File: config.mk
export PLATFORM = sky130hd
export DESIGN_NAME = semafor_secvential_flat
export DESIGN_NICKNAME = d
export VERILOG_FILES = /design/src/rtl/semafor_secvential_if.sv /design/src/rtl/semafor_secvential.sv /design/src/flat_wrapper.sv
export SDC_FILE = /design/constraint.sdc
export NUM_CORES = 1
export LEC_CHECK = 0
export ABC_CLOCK_PERIOD_IN_PS = 2370
export BUFFER_PORTS_ARGS = -buffer_cell sky130_fd_sc_hd__buf_2
export CAP_MARGIN = 40
export CELL_PAD_IN_SITES_DETAIL_PLACEMENT = 2
export CELL_PAD_IN_SITES_GLOBAL_PLACEMENT = 2
export CORE_ASPECT_RATIO = 0.9
export CORE_MARGIN = 2
export CORE_UTILIZATION = 37
export CTS_CLUSTER_DIAMETER = 200
export DETAILED_ROUTE_END_ITERATION = 6
export PLACE_DENSITY_LB_ADDON = 0.1
export SETUP_SLACK_MARGIN = 0.02
export SLEW_MARGIN = 30
export SYNTH_ARGS = -nofsm -noshare
export SYNTH_HDL_FRONTEND = slang
export SYNTH_SLANG_ARGS = --single-unit
File: constraint.sdc
create_clock -name i_clk -period 2.37 [get_ports i_clk]
set_input_delay 0.474 -clock i_clk [delete_from_list [all_inputs] [get_ports i_clk]]
set_output_delay 0.474 -clock i_clk [all_outputs]
set_load 0.05 [all_outputs]
File: src/rtl/semafor_secvential_if.sv
// Command/lamp bundle for semafor_secvential. The cerere request vector exists
// only when SEMAFOR_CERERE_EN is defined.
interface semafor_secvential_if #(
  parameter int NCH = 4
);
  localparam int CW = $clog2(NCH);

  logic          intretinere;
  logic          start;
`ifdef SEMAFOR_CERERE_EN
  logic [NCH-1:0] cerere;
`endif
  logic          ocupat;
  logic          continuare;
  logic [CW-1:0] canal;
  logic [NCH-1:0] verde;
  logic [NCH-1:0] galben;
  logic [NCH-1:0] rosu;

`ifdef SEMAFOR_CERERE_EN
  modport master (output intretinere, start, cerere,
                  input  ocupat, continuare, canal, verde, galben, rosu);
  modport slave  (input  intretinere, start, cerere,
                  output ocupat, continuare, canal, verde, galben, rosu);
`else
  modport master (output intretinere, start,
                  input  ocupat, continuare, canal, verde, galben, rosu);
  modport slave  (input  intretinere, start,
                  output ocupat, continuare, canal, verde, galben, rosu);
`endif
endinterface

File: src/rtl/semafor_secvential.sv
// Sequential traffic-light controller: serves NCH approaches in turn (CLR/GALBEN/VERDE).
// Define SEMAFOR_CERERE_EN to serve only channels flagged in cerere at start.
//
// state  | meaning
// IDLE   | waiting for start, all red
// CLR    | all-red clearance before the served channel
// GALBEN | served channel yellow
// VERDE  | served channel green
// DONE   | one-cycle continuare pulse, then IDLE
// MAINT  | maintenance: all yellow blinking on tick, no red/green
module semafor_secvential #(
  parameter int SEC      = 10000000,
  parameter int NCH      = 4,
  parameter int T_CLR    = 1,
  parameter int T_GALBEN = 2,
  parameter int T_VERDE  = 15
) (
  input  logic                 i_clk,
  input  logic                 i_reset,
  semafor_secvential_if.slave  io_bus
);
  localparam int CW   = $clog2(NCH);
  localparam int PSW  = (SEC > 1) ? $clog2(SEC) : 1;
  localparam int TMAX = (T_CLR > T_GALBEN) ? ((T_CLR > T_VERDE) ? T_CLR : T_VERDE)
                                           : ((T_GALBEN > T_VERDE) ? T_GALBEN : T_VERDE);
  localparam int PW   = $clog2(TMAX + 1);

  typedef enum logic [2:0] {S_IDLE, S_CLR, S_GALBEN, S_VERDE, S_DONE, S_MAINT} state_t;

  state_t          r_state, w_state_nxt;
  logic [PSW-1:0]  r_pre;
  logic [PW-1:0]   r_phase;
  logic [CW-1:0]   r_canal, w_canal_nxt;
  logic            r_blink;
  logic            w_tick;
  logic            w_expire;
  logic            w_first_vld, w_next_vld;
  logic [CW-1:0]   w_first_idx, w_next_idx;
  logic [NCH-1:0]  w_verde, w_galben, w_rosu;

  assign w_tick = (r_pre == PSW'(SEC - 1));

  always_ff @(posedge i_clk or negedge i_reset) begin
    if (!i_reset)    r_pre <= '0;
    else if (w_tick) r_pre <= '0;
    else             r_pre <= r_pre + PSW'(1);
  end

  // A state lasting T ticks leaves on the tick that would bring the count to T.
  always_comb begin
    w_expire = 1'b0;
    case (r_state)
      S_CLR:    w_expire = w_tick && (r_phase == PW'(T_CLR - 1));
      S_GALBEN: w_expire = w_tick && (r_phase == PW'(T_GALBEN - 1));
      S_VERDE:  w_expire = w_tick && (r_phase == PW'(T_VERDE - 1));
      default:  w_expire = 1'b0;
    endcase
  end

`ifdef SEMAFOR_CERERE_EN
  logic [NCH-1:0] r_cerere;

  always_ff @(posedge i_clk or negedge i_reset) begin
    if (!i_reset)
      r_cerere <= '0;
    else if (r_state == S_IDLE && io_bus.start && !io_bus.intretinere)
      r_cerere <= io_bus.cerere;
  end

  // Lowest requested index overall, and lowest requested index above canal.
  always_comb begin
    w_first_vld = 1'b0;
    w_first_idx = '0;
    w_next_vld  = 1'b0;
    w_next_idx  = '0;
    for (int i = NCH - 1; i >= 0; i--) begin
      if (io_bus.cerere[i]) begin
        w_first_vld = 1'b1;
        w_first_idx = CW'(i);
      end
      if (r_cerere[i] && (CW'(i) > r_canal)) begin
        w_next_vld = 1'b1;
        w_next_idx = CW'(i);
      end
    end
  end
`else
  assign w_first_vld = 1'b1;
  assign w_first_idx = '0;
  assign w_next_vld  = (r_canal != CW'(NCH - 1));
  assign w_next_idx  = r_canal + CW'(1);
`endif

  always_comb begin
    w_state_nxt = r_state;
    w_canal_nxt = r_canal;
    if (io_bus.intretinere) begin
      w_state_nxt = S_MAINT;
    end else begin
      case (r_state)
        S_IDLE:
          if (io_bus.start) begin
            if (w_first_vld) begin
              w_state_nxt = S_CLR;
              w_canal_nxt = w_first_idx;
            end else begin
              w_state_nxt = S_DONE;
              w_canal_nxt = '0;
            end
          end
        S_CLR:    if (w_expire) w_state_nxt = S_GALBEN;
        S_GALBEN: if (w_expire) w_state_nxt = S_VERDE;
        S_VERDE:
          if (w_expire) begin
            if (w_next_vld) begin
              w_state_nxt = S_CLR;
              w_canal_nxt = w_next_idx;
            end else begin
              w_state_nxt = S_DONE;
            end
          end
        default: begin
          w_state_nxt = S_IDLE;
          w_canal_nxt = '0;
        end
      endcase
    end
  end

  always_ff @(posedge i_clk or negedge i_reset) begin
    if (!i_reset) begin
      r_state <= S_IDLE;
      r_canal <= '0;
      r_phase <= '0;
      r_blink <= 1'b0;
    end else begin
      r_state <= w_state_nxt;
      r_canal <= w_canal_nxt;
      if (w_state_nxt != r_state) r_phase <= '0;
      else if (w_tick)            r_phase <= r_phase + PW'(1);
      if (w_state_nxt == S_MAINT && r_state != S_MAINT) r_blink <= 1'b1;
      else if (r_state == S_MAINT && w_tick)            r_blink <= ~r_blink;
    end
  end

  always_comb begin
    w_verde  = '0;
    w_galben = '0;
    w_rosu   = '1;
    case (r_state)
      S_GALBEN: begin
        w_galben[r_canal] = 1'b1;
        w_rosu[r_canal]   = 1'b0;
      end
      S_VERDE: begin
        w_verde[r_canal] = 1'b1;
        w_rosu[r_canal]  = 1'b0;
      end
      S_MAINT: begin
        w_rosu   = '0;
        w_galben = {NCH{r_blink}};
      end
      default: ;
    endcase
  end

  assign io_bus.verde      = w_verde;
  assign io_bus.galben     = w_galben;
  assign io_bus.rosu       = w_rosu;
  assign io_bus.canal      = r_canal;
  assign io_bus.ocupat     = (r_state == S_CLR) || (r_state == S_GALBEN) || (r_state == S_VERDE);
  assign io_bus.continuare = (r_state == S_DONE);
endmodule
File: src/flat_wrapper.sv
// flat-port wrapper written by rule: the top's interface ports become plain ports
module semafor_secvential_flat 
#(
  parameter int SEC      = 10000000,
  parameter int NCH      = 4,
  parameter int T_CLR    = 1,
  parameter int T_GALBEN = 2,
  parameter int T_VERDE  = 15
)
  (i_clk, i_reset, io_bus_intretinere, io_bus_start, io_bus_ocupat, io_bus_continuare, io_bus_canal, io_bus_verde, io_bus_galben, io_bus_rosu);
  semafor_secvential_if #(.NCH(NCH)) io_bus_i ();
  input  logic i_clk;
  input  logic i_reset;
  input wire logic [$bits(io_bus_i.intretinere)-1:0] io_bus_intretinere;
  input wire logic [$bits(io_bus_i.start)-1:0] io_bus_start;
  output wire logic [$bits(io_bus_i.ocupat)-1:0] io_bus_ocupat;
  output wire logic [$bits(io_bus_i.continuare)-1:0] io_bus_continuare;
  output wire logic [$bits(io_bus_i.canal)-1:0] io_bus_canal;
  output wire logic [$bits(io_bus_i.verde)-1:0] io_bus_verde;
  output wire logic [$bits(io_bus_i.galben)-1:0] io_bus_galben;
  output wire logic [$bits(io_bus_i.rosu)-1:0] io_bus_rosu;
  assign io_bus_i.intretinere = io_bus_intretinere;
  assign io_bus_i.start = io_bus_start;
  assign io_bus_ocupat = io_bus_i.ocupat;
  assign io_bus_continuare = io_bus_i.continuare;
  assign io_bus_canal = io_bus_i.canal;
  assign io_bus_verde = io_bus_i.verde;
  assign io_bus_galben = io_bus_i.galben;
  assign io_bus_rosu = io_bus_i.rosu;
  semafor_secvential #(.SEC(SEC), .NCH(NCH), .T_CLR(T_CLR), .T_GALBEN(T_GALBEN), .T_VERDE(T_VERDE)) u_core (.i_clk(i_clk), .i_reset(i_reset), .io_bus(io_bus_i));
endmodule
==> impl_metrics.tcl, run 1 <==
set metrics [dict create \
    status "finished, final reports clean" \
    ys_seq_area_share_pct 41.3 \
    synth-main-ff-cell "dfrtp_1" \
    drt-initial-drc-count 47 \
    tns_ps 0 \
    cts_resized 0 \
    numCtsBuffers 5 \
    grt_pass1_wl_mm 10.4 \
    cts_sinks 34 \
    r2r-end "u_core.r_pre[22]" \
    cts_buffer_depth 2 \
    synth_cells 225 \
    gr-total-overflow 0 \
    p_leak_nw 1.07 \
    grt_max_degree 35 \
    wire_per_inst_um 19.4 \
    antenna_found_initial 0 \
    die_y_um 74.8 \
    core_um2 5320 \
    cts_hold_buf 0 \
    cp_max_fo 10 \
    rows 25 \
    start_util_pct 38.8 \
    synthesis.nets 236 \
    syn_area_um2 2060 \
    cts_tree "done" \
    gp_congestion 0.820 \
    r2r_cells 6 \
    p_seq_share_pct 51.0 \
    synth.avg_cell_area_um2 9.16 \
    pwr-share-clk_pct 39.0 \
    finalMaxSlewViolations 0 \
    die_w_um 82.7 \
    max_slew_margin_pct 67.0 \
    num_antenna_cells 0 \
    power_frac_comb_pct 10.0 \
    min_period_over_period_pct 94.5 \
    intPower_w 0.000847 \
    synth-seq-cells 34 \
    track_usage_pct 22.5 \
    yosys_warnings 0 \
    cp-end-kind "output pin" \
    worstPathRequired_ps 1900 \
    arrival_ps 1770 \
    drv_cap 0 \
    num-nets-final 259 \
    fillCellCount 604 \
    min_path_type "in2async" \
    pwr_density_cell_nw_per_um2 488 \
    grt_pass1_vias 1943 \
    root_buffer "clkbuf_8" \
    synth_edf_count 0 \
    area_delta_synth_final_pct 14.5 \
    clk_latency_ps 280 \
    min_period_ps 2240 \
    startpoint_type "register" \
    htree_levels 2 \
    max_freq_mhz 446 \
    fin_hold_ws_ps 123 \
    ys_types 41 \
    clkTransAtPathRegs_ps 70 \
    vias 1783 \
    rsz0062_at_grt "no" \
    drtAntennaViolNets 0 \
    viasPerCell 5.64 \
    r2r_slack_ps 240 \
    hpwl_mm 4.62 \
    port_buffers 19 \
    pin_count 20 \
    skew_ps 6.91 \
    ir_drop_v 0.000368 \
    post_cts_buffers 0 \
    hold_viol 0 \
    r2r_start "u_core.r_pre[0]" \
    dieArea_um2 6190 \
    async_flop_share_pct 100 \
    totalWireLength_mm 6.13 \
    p_sw_share_pct 26.5 \
    critical_path_class "reg2out" \
    first_pass_iters 4 \
    drc 0 \
    drive_above_1_share_pct 17.3 \
    setup-violations-final 0 \
    tightest_slew_ps 490 \
    power_switching_w 0.000306 \
]
-- area by class of cell --
class                           count  area, um^2  area share (%)
Multi-Input combinational cell    170        1130            47.8
Timing Repair Buffer               25         160            6.78
Clock inverter                      1        5.00           0.212
Tap cell                           67        83.8            3.55
Inverter                           12        45.0            1.91
Clock buffer                        7        86.3            3.66
Sequential cell                    34         852            36.1
-- metal layers --
layer	global-route usage [%]	vias to the layer above	wire length, um
met5	0	-	0
met3	4.80	2	117
met4	4.37	0	34
met2	37.5	13	3030
li1	-	836	-
met1	30.5	932	2950
-- metrics by stage --
stage	setup WS, ps	instance area (um^2)	total power, W	util, %	cells
after floorplan	73.8	2060	0.000670	-	225
after CTS	23.6	2320	0.00117	43.7	315
after detailed placement	295	2230	0.000709	42.0	307
after global routing	14.6	2360	0.00121	44.4	316
after global placement	377	2230	0.000704	42.0	307
final	130	2360	0.00115	44.4	316
-- power by group through the flow --
stage | Clock [W] | Combinational, W | Sequential [W]
final | 0.000449 | 0.000116 | 0.000588
after global routing | 0.000502 | 0.000124 | 0.000588
after CTS | 0.000469 | 0.000111 | 0.000587
after detailed placement | 0 | 0.000110 | 0.000599
after global placement | 0 | 0.000106 | 0.000598
after floorplan | 0 | 0.0000758 | 0.000594
-- synthesized netlist by cell type, drive strengths merged, types with 3 or more instances --
| cell | instances | share of area (%) |
|---|---|---|
| a21o | 5 | 1.8 |
| ha | 7 | 4.2 |
| and2 | 4 | 1.2 |
| nor4b | 3 | 1.3 |
| nand2 | 13 | 2.5 |
| nor3 | 8 | 1.9 |
| xnor2 | 16 | 6.8 |
| nor2 | 22 | 4.0 |
| dfrtp | 34 | 41 |
| o31ai | 4 | 1.5 |
| and3 | 14 | 4.2 |
| clkbuf | 6 | 1.2 |
| nor2b | 4 | 1.2 |
| a21oi | 11 | 2.7 |
| buf | 3 | 0.97 |
| inv | 12 | 2.2 |
| nand3 | 15 | 3.6 |
| nor4 | 10 | 3.9 |
| nand4 | 5 | 1.5 |
| xor2 | 7 | 3.0 |
| nor3b | 3 | 1.1 |
-- worst max-delay path, stage by stage (launching register included) --
cell and delay, ps:
dfrtp_1 540, inv_1 170, nor3_2 320, a21o_1 180, buf_2 270
-- how the worst max path moves through the flow --
| stage | depth (start not counted) | end | slack, ps | from |
|---|---|---|---|---|
| finish | 4 | io_bus_galben[0] | 130 | u_core.r_state[1] |
| global route | 4 | io_bus_galben[0] | 10 | u_core.r_state[1] |
| CTS | 4 | io_bus_galben[0] | 20 | u_core.r_state[1] |
| detailed placement | 6 | u_core.r_pre[22] | 300 | u_core.r_pre[0] |
| global placement | 5 | u_core.r_state[1] | 380 | u_core.r_pre[16] |
| floorplan | 3 | io_bus_rosu[0] | 70 | u_core.io_bus.canal[0] |
-- cell usage in the layout (no fill, tap or decap), drive strengths merged, types with 3 or more instances in the layout --
master | Yosys | layout
a21oi | 11 | 11
xnor2 | 16 | 16
and2 | 4 | 4
and3 | 14 | 14
nor4 | 10 | 10
nor4b | 3 | 3
xor2 | 7 | 7
o31ai | 4 | 4
nand3 | 15 | 15
nand2 | 13 | 13
nor2 | 22 | 22
inv | 12 | 12
dfrtp | 34 | 34
nor2b | 4 | 4
nor3b | 3 | 3
clkbuf | 6 | 7
nor3 | 8 | 8
buf | 3 | 25
ha | 7 | 7
a21o | 5 | 5
nand4 | 5 | 5
-- logic make-up (layout without fill, tap and decap cells) --
family | Yosys count | count (layout) | share of synthesized area, %
buf+inv | 21 | 45 | 4.37
flops | 34 | 34 | 41.3
xor+xnor | 23 | 23 | 9.77
compound gates | 29 | 29 | 9.71
simple gates | 110 | 110 | 29.9
fa+ha+maj | 7 | 7 | 4.25
mux | 1 | 1 | 0.728
-- sequential cells by signal (all words and copies together) (netlist names) --
name and count:
u_core.r_pre 24, u_core.r_phase 4, u_core.r_state 3, u_core.io_bus.canal 2
u_core.r_blink 1
Note: power is estimated with default switching activity, not from simulation.
==> run 2, diff against run 1 <==
Settings changed: CORE_ASPECT_RATIO 0.9 to unset.
==> run 2 against run 1 <==
- clock power hardly changed
- combinational power down 4%
- final area down 0.48%
- largest cell class unchanged
- critical path type unchanged
==> impl_metrics.tcl, run 2 (synthesis results as in run 1) <==
set metrics [dict create \
    rsz0062_at_grt "no" \
    min_period_ps 2200 \
    largest_register_ffs 24 \
    path_buf_inv 2 \
    htree_levels 2 \
    setup_ws_ps 173 \
    startpoint_type "register" \
    regMostFlops "u_core.r_pre" \
    rows 27 \
    cts_tree "done" \
    vias 1722 \
    tns_ps 0 \
    power_w 0.00115 \
    viasPerCell 5.38 \
    drv_cap 0 \
    fillCellCount 619 \
    status "finished, final reports clean" \
    clkTransAtPathRegs_ps 70 \
    max_freq_mhz 455 \
    critical_path_class "reg2out" \
    cp-end-kind "output pin" \
    post-place-cells 311 \
    max_slew_margin_pct 69.7 \
    drive_above_1_share_pct 16.5 \
    grt_pass1_wl_mm 9.41 \
    wire_per_inst_um 16.8 \
    cts_sinks 34 \
    area_delta_synth_final_pct 14.0 \
    grt_max_degree 35 \
    numCtsBuffers 5 \
    max_stage_delay_ps 530 \
    finalMaxSlewViolations 0 \
    num-nets-final 258 \
    root_buffer "clkbuf_8" \
    arrival_ps 1720 \
    hold_viol 0 \
    die_y_um 78.7 \
    setup-violations-final 0 \
    num_antenna_cells 0 \
    gp_congestion 0.736 \
    p_leak_nw 1.06 \
    crit_cells 4 \
    path_cells "inv_1 > nor3_2 > a21o_1 > buf_2" \
    clk_latency_ps 280 \
    final_cell_area_um2 2350 \
    hpwl_mm 4.09 \
    pre_cts_slack_ps 265 \
    skew_ps 4.15 \
    antenna_found_initial 0 \
    min_path_type "in2async" \
    totalWireLength_mm 5.38 \
    cts_hold_buf 0 \
    drtAntennaViolNets 0 \
    first_pass_iters 4 \
    grt_pass1_vias 1868 \
    track_usage_pct 19.8 \
    worstPathRequired_ps 1900 \
    slowest_stage "dfrtp_1" \
    start_util_pct 37.9 \
    final_cell_mix "33 x dfrtp_1, 22 x nor2_1, 19 x buf_2" \
    r2r_cells 5 \
    final_cells 320 \
    min_period_over_period_pct 92.7 \
    place_area_um2 2230 \
    gr-total-overflow 0 \
    drt-initial-drc-count 23 \
    cp_max_fo 10 \
    die_w_um 78.7 \
    pwr_density_cell_nw_per_um2 489 \
    final_common_cell "dfrtp_1" \
    core_um2 5440 \
    drc 0 \
    tightest_slew_ps 451 \
    largestRegisters "u_core.r_pre x24, u_core.r_phase x4, u_core.r_state x3" \
    ir_drop_v 0.000302 \
    cts_buffer_depth 2 \
    port_buffers 19 \
    path_delay_family "flip-flops" \
    dieArea_um2 6190 \
    pin_count 20 \
]
[run 2: cell count changes in the layout (fill, tap and decap cells not counted)]
cell	previous run	this run
buf_12	0	1
buf_16	1	0
buf_4	5	4
nor2b_1	3	4
nor2b_2	1	0
[run 2: timing repair]
action | 4_1_cts | 5_1_grt
endpoints found under the setup margin | 4 | 6
gates resized for setup | 1 | 1
setup buffers | 0 | 0
endpoints found under the hold margin | 0 | 0
gates cloned | 0 | 0
[run 2: through the flow]
stage,utilization (%),hold slack [ps]
6_report,43.2,17.3
5_1_grt,43.2,15.0
4_1_cts,42.8,300
3_5_place_dp,41.0,493
3_3_place_gp,41.0,467
2_1_floorplan,-,178
[run 2: report_power, final]
group          internal (W)  switching (W)  leakage, nW  total [W]
sequential         0.000582     0.00000560        0.449   0.000588
clock              0.000235       0.000217       0.0482   0.000451
combinational     0.0000291      0.0000817        0.565   0.000111
total              0.000846       0.000304         1.06    0.00115
[run 2: final cells by class]
class / count / area, um^2 / area share, %
timing repair buffer: 24 / 145 / 6.18
tap: 72 / 90.1 / 3.83
sequential: 34 / 852 / 36.3
multi-input combinational: 170 / 1130 / 47.9
inverter: 12 / 45.0 / 1.92
clock inverter: 1 / 5.00 / 0.213
clock buffer: 7 / 86.3 / 3.67
[run 2: path summary, 6_finish.rpt]
check / start / endpoint / slack [ps]
worst max-delay path: u_core.r_state[1] / io_bus_galben[0] / 170
worst min-delay path: i_reset / u_core.r_phase[1] / 20
worst max register to register: u_core.r_pre[16] / u_core.r_state[1] / 260
worst min register to register: u_core.r_pre[0] / u_core.r_pre[0] / 490
max in group asynchronous: i_reset / u_core.r_pre[0] / 1950
min in group i_clk: io_bus_intretinere / u_core.r_state[2] / 480
[run 2: worst reg2reg max path, cell delays in order, from the launching register on]
cell and delay, ps:
dfrtp_1 470, or4_1 570, nor4_2 260, o311a_4 330
nand2_2 70, mux2_4 300
[run 2: layer usage]
metal,GRT usage (%),vias up,routed length [um],share of wire [%]
met1,23.4,851,2360,44
met2,35.9,26,2780,52
met5,0,-,0,0
li1,-,836,-,-
met4,6.84,0,104,1.9
met3,3.45,9,137,2.5
==> run 3, diff against run 2 <==
Settings changed: CELL_PAD_IN_SITES_DETAIL_PLACEMENT 2 to unset, CELL_PAD_IN_SITES_GLOBAL_PLACEMENT 2 to unset, CORE_UTILIZATION 37 to 59.
==> run 3 against run 2 <==
- hold slack better by 400 ps
- utilization is 25 points higher
- global-route usage grew 3.0 points
- count of clock-buffer cells in the layout unchanged
- first-iteration DRC count rose to 6.4 times the previous value
- non-clock buffer count decreased by 1
- critical endpoint is now io_bus_verde[3]
==> impl_metrics.tcl, run 3 (synthesis results as in run 1) <==
set metrics [dict create \
    status "finished, final reports clean" \
    r2r-end "u_core.r_state[1]" \
    cp-end-kind "output pin" \
    max_freq_mhz 453 \
    rows 21 \
    vias 1728 \
    skew_ps 9.21 \
    antenna_found_initial 0 \
    hpwl_mm 3.08 \
    final_core_utilization_pct 68.4 \
    r2r_start "u_core.r_state[0]" \
    min_to "u_core.r_state[2]" \
    dieArea_um2 3980 \
    core_um2 3340 \
    min_path_type "in2reg" \
    drc 0 \
    setup-violations-final 0 \
    largestRegisters "u_core.r_pre x24, u_core.r_phase x4, u_core.r_state x3" \
    htree_levels 2 \
    final_common_cell "dfrtp_1" \
    regMostFlops "u_core.r_pre" \
    power_frac_comb_pct 10.2 \
    wire_per_inst_um 14.4 \
    power_switching_w 0.000270 \
    final_cell_mix "32 x dfrtp_1, 22 x nor2_1, 19 x buf_2" \
    finalMaxSlewViolations 0 \
    drt-initial-drc-count 147 \
    holdPathStages 2 \
    drv_cap 0 \
    final_cells 293 \
    pwr_density_cell_nw_per_um2 448 \
    p_seq_share_pct 57.6 \
    post-place-cells 283 \
    drive_above_1_share_pct 16.2 \
    num-nets-final 257 \
    arrival_ps 1730 \
    tns_ps 0 \
    cp_max_fo 10 \
    p_sw_share_pct 26.4 \
    cts_tree "done" \
    post_cts_buffers 0 \
    rsz0062_at_grt "no" \
    startpoint_type "register" \
    pin_count 20 \
    cts_buffer_depth 2 \
    die_w_um 63.1 \
    root_buffer "clkbuf_4" \
    path_cells "nor2b_1 > buf_4 > and3_1 > buf_2" \
    cts_sinks 34 \
    r2r_slack_ps 290 \
    max_stage_delay_ps 470 \
    totalWireLength_mm 4.22 \
    start_util_pct 61.8 \
    ir_drop_v 0.000363 \
    intPower_w 0.000752 \
    p_leak_nw 1.04 \
    r2r_cells 5 \
    grt_max_degree 35 \
    clk_latency_ps 340 \
    hold_viol 0 \
    min_period_over_period_pct 93.1 \
    timing.hold.worst.start "io_bus_intretinere" \
    drtAntennaViolNets 0 \
    power_w 0.00102 \
    viasPerCell 5.90 \
    port_buffers 19 \
    worstPathRequired_ps 1900 \
    fin_hold_ws_ps 422 \
    num_antenna_cells 0 \
    slowest_stage "dfrtp_2" \
    numCtsBuffers 5 \
    pwr-share-clk_pct 32.2 \
    die_y_um 63.1 \
    tightest_slew_ps 510 \
    largest_register_ffs 24 \
    min_period_ps 2210 \
    max_slew_margin_pct 65.7 \
    first_pass_iters 4 \
    gr-total-overflow 0 \
    grt_pass1_vias 1589 \
    area_delta_synth_final_pct 10.7 \
    track_usage_pct 22.8 \
    critical_path_class "reg2out" \
    grt_pass1_wl_mm 7.15 \
    clkTransAtPathRegs_ps 100 \
    gp_congestion 0.922 \
]
[run 3: cell count changes in the layout (fill, tap and decap cells not counted), sizes merged]
cell,change
dlygate4sd3,+1
buf,-2
[run 3: worst max path at each step]
stage	startpoint	end	slack [ps]	cells after the start
after floorplan	u_core.io_bus.canal[0]	io_bus_rosu[0]	70	3
after detailed placement	u_core.r_state[0]	u_core.r_state[1]	360	5
after CTS	u_core.r_state[1]	io_bus_galben[0]	20	4
after global routing	u_core.r_state[1]	io_bus_verde[3]	70	4
after global placement	u_core.r_state[0]	u_core.r_state[1]	430	5
final	u_core.r_state[1]	io_bus_verde[3]	160	4
[run 3: worst max-delay path: cells and delay by family, from the launching register on]
kind                   cells  cell delay (ps)
flip-flops                 1              470
buffers and inverters      2              470
AND/OR/NAND/NOR            2              460
[run 3: cell type report]
class / count / area (um^2)
repair buffers: 23 / 140
fillers: 273 / 1050
inverters: 12 / 45.0
clock inverters: 1 / 5.00
clock buffers: 7 / 55.1
flip-flops and latches: 34 / 853
multi-input cells: 170 / 1130
well taps: 46 / 57.6
[run 3: per-layer routing]
metal / track usage, % / vias to the layer above / routed length, um
met5: 0 / - / 0
met4: 8.89 / 0 / 89
met3: 5.71 / 14 / 243
met2: 38.0 / 58 / 2070
met1: 28.3 / 824 / 1820
li1: - / 832 / -
[run 3: what timing repair did]
action | CTS | global route
endpoints found under the setup margin | 0 | 5
hold endpoints to repair | 0 | 4
resized for setup | 0 | 3
hold buffers | 0 | 1
[run 3: power groups by stage]
stage,Combinational [W],Sequential (W),Clock [W]
after floorplan,0.0000758,0.000594,0
after global placement,0.0000978,0.000599,0
after detailed placement,0.0000990,0.000600,0
after CTS,0.0000991,0.000588,0.000336
after global routing,0.000111,0.000590,0.000367
final,0.000104,0.000589,0.000329
[run 3: stage by stage]
step | area [um^2] | worst slack (ps)
2_1_floorplan | 2060 | 73.8
3_3_place_gp | 2180 | 427
3_5_place_dp | 2180 | 360
4_1_cts | 2240 | 20.9
5_1_grt | 2280 | 74.6
6_report | 2280 | 163
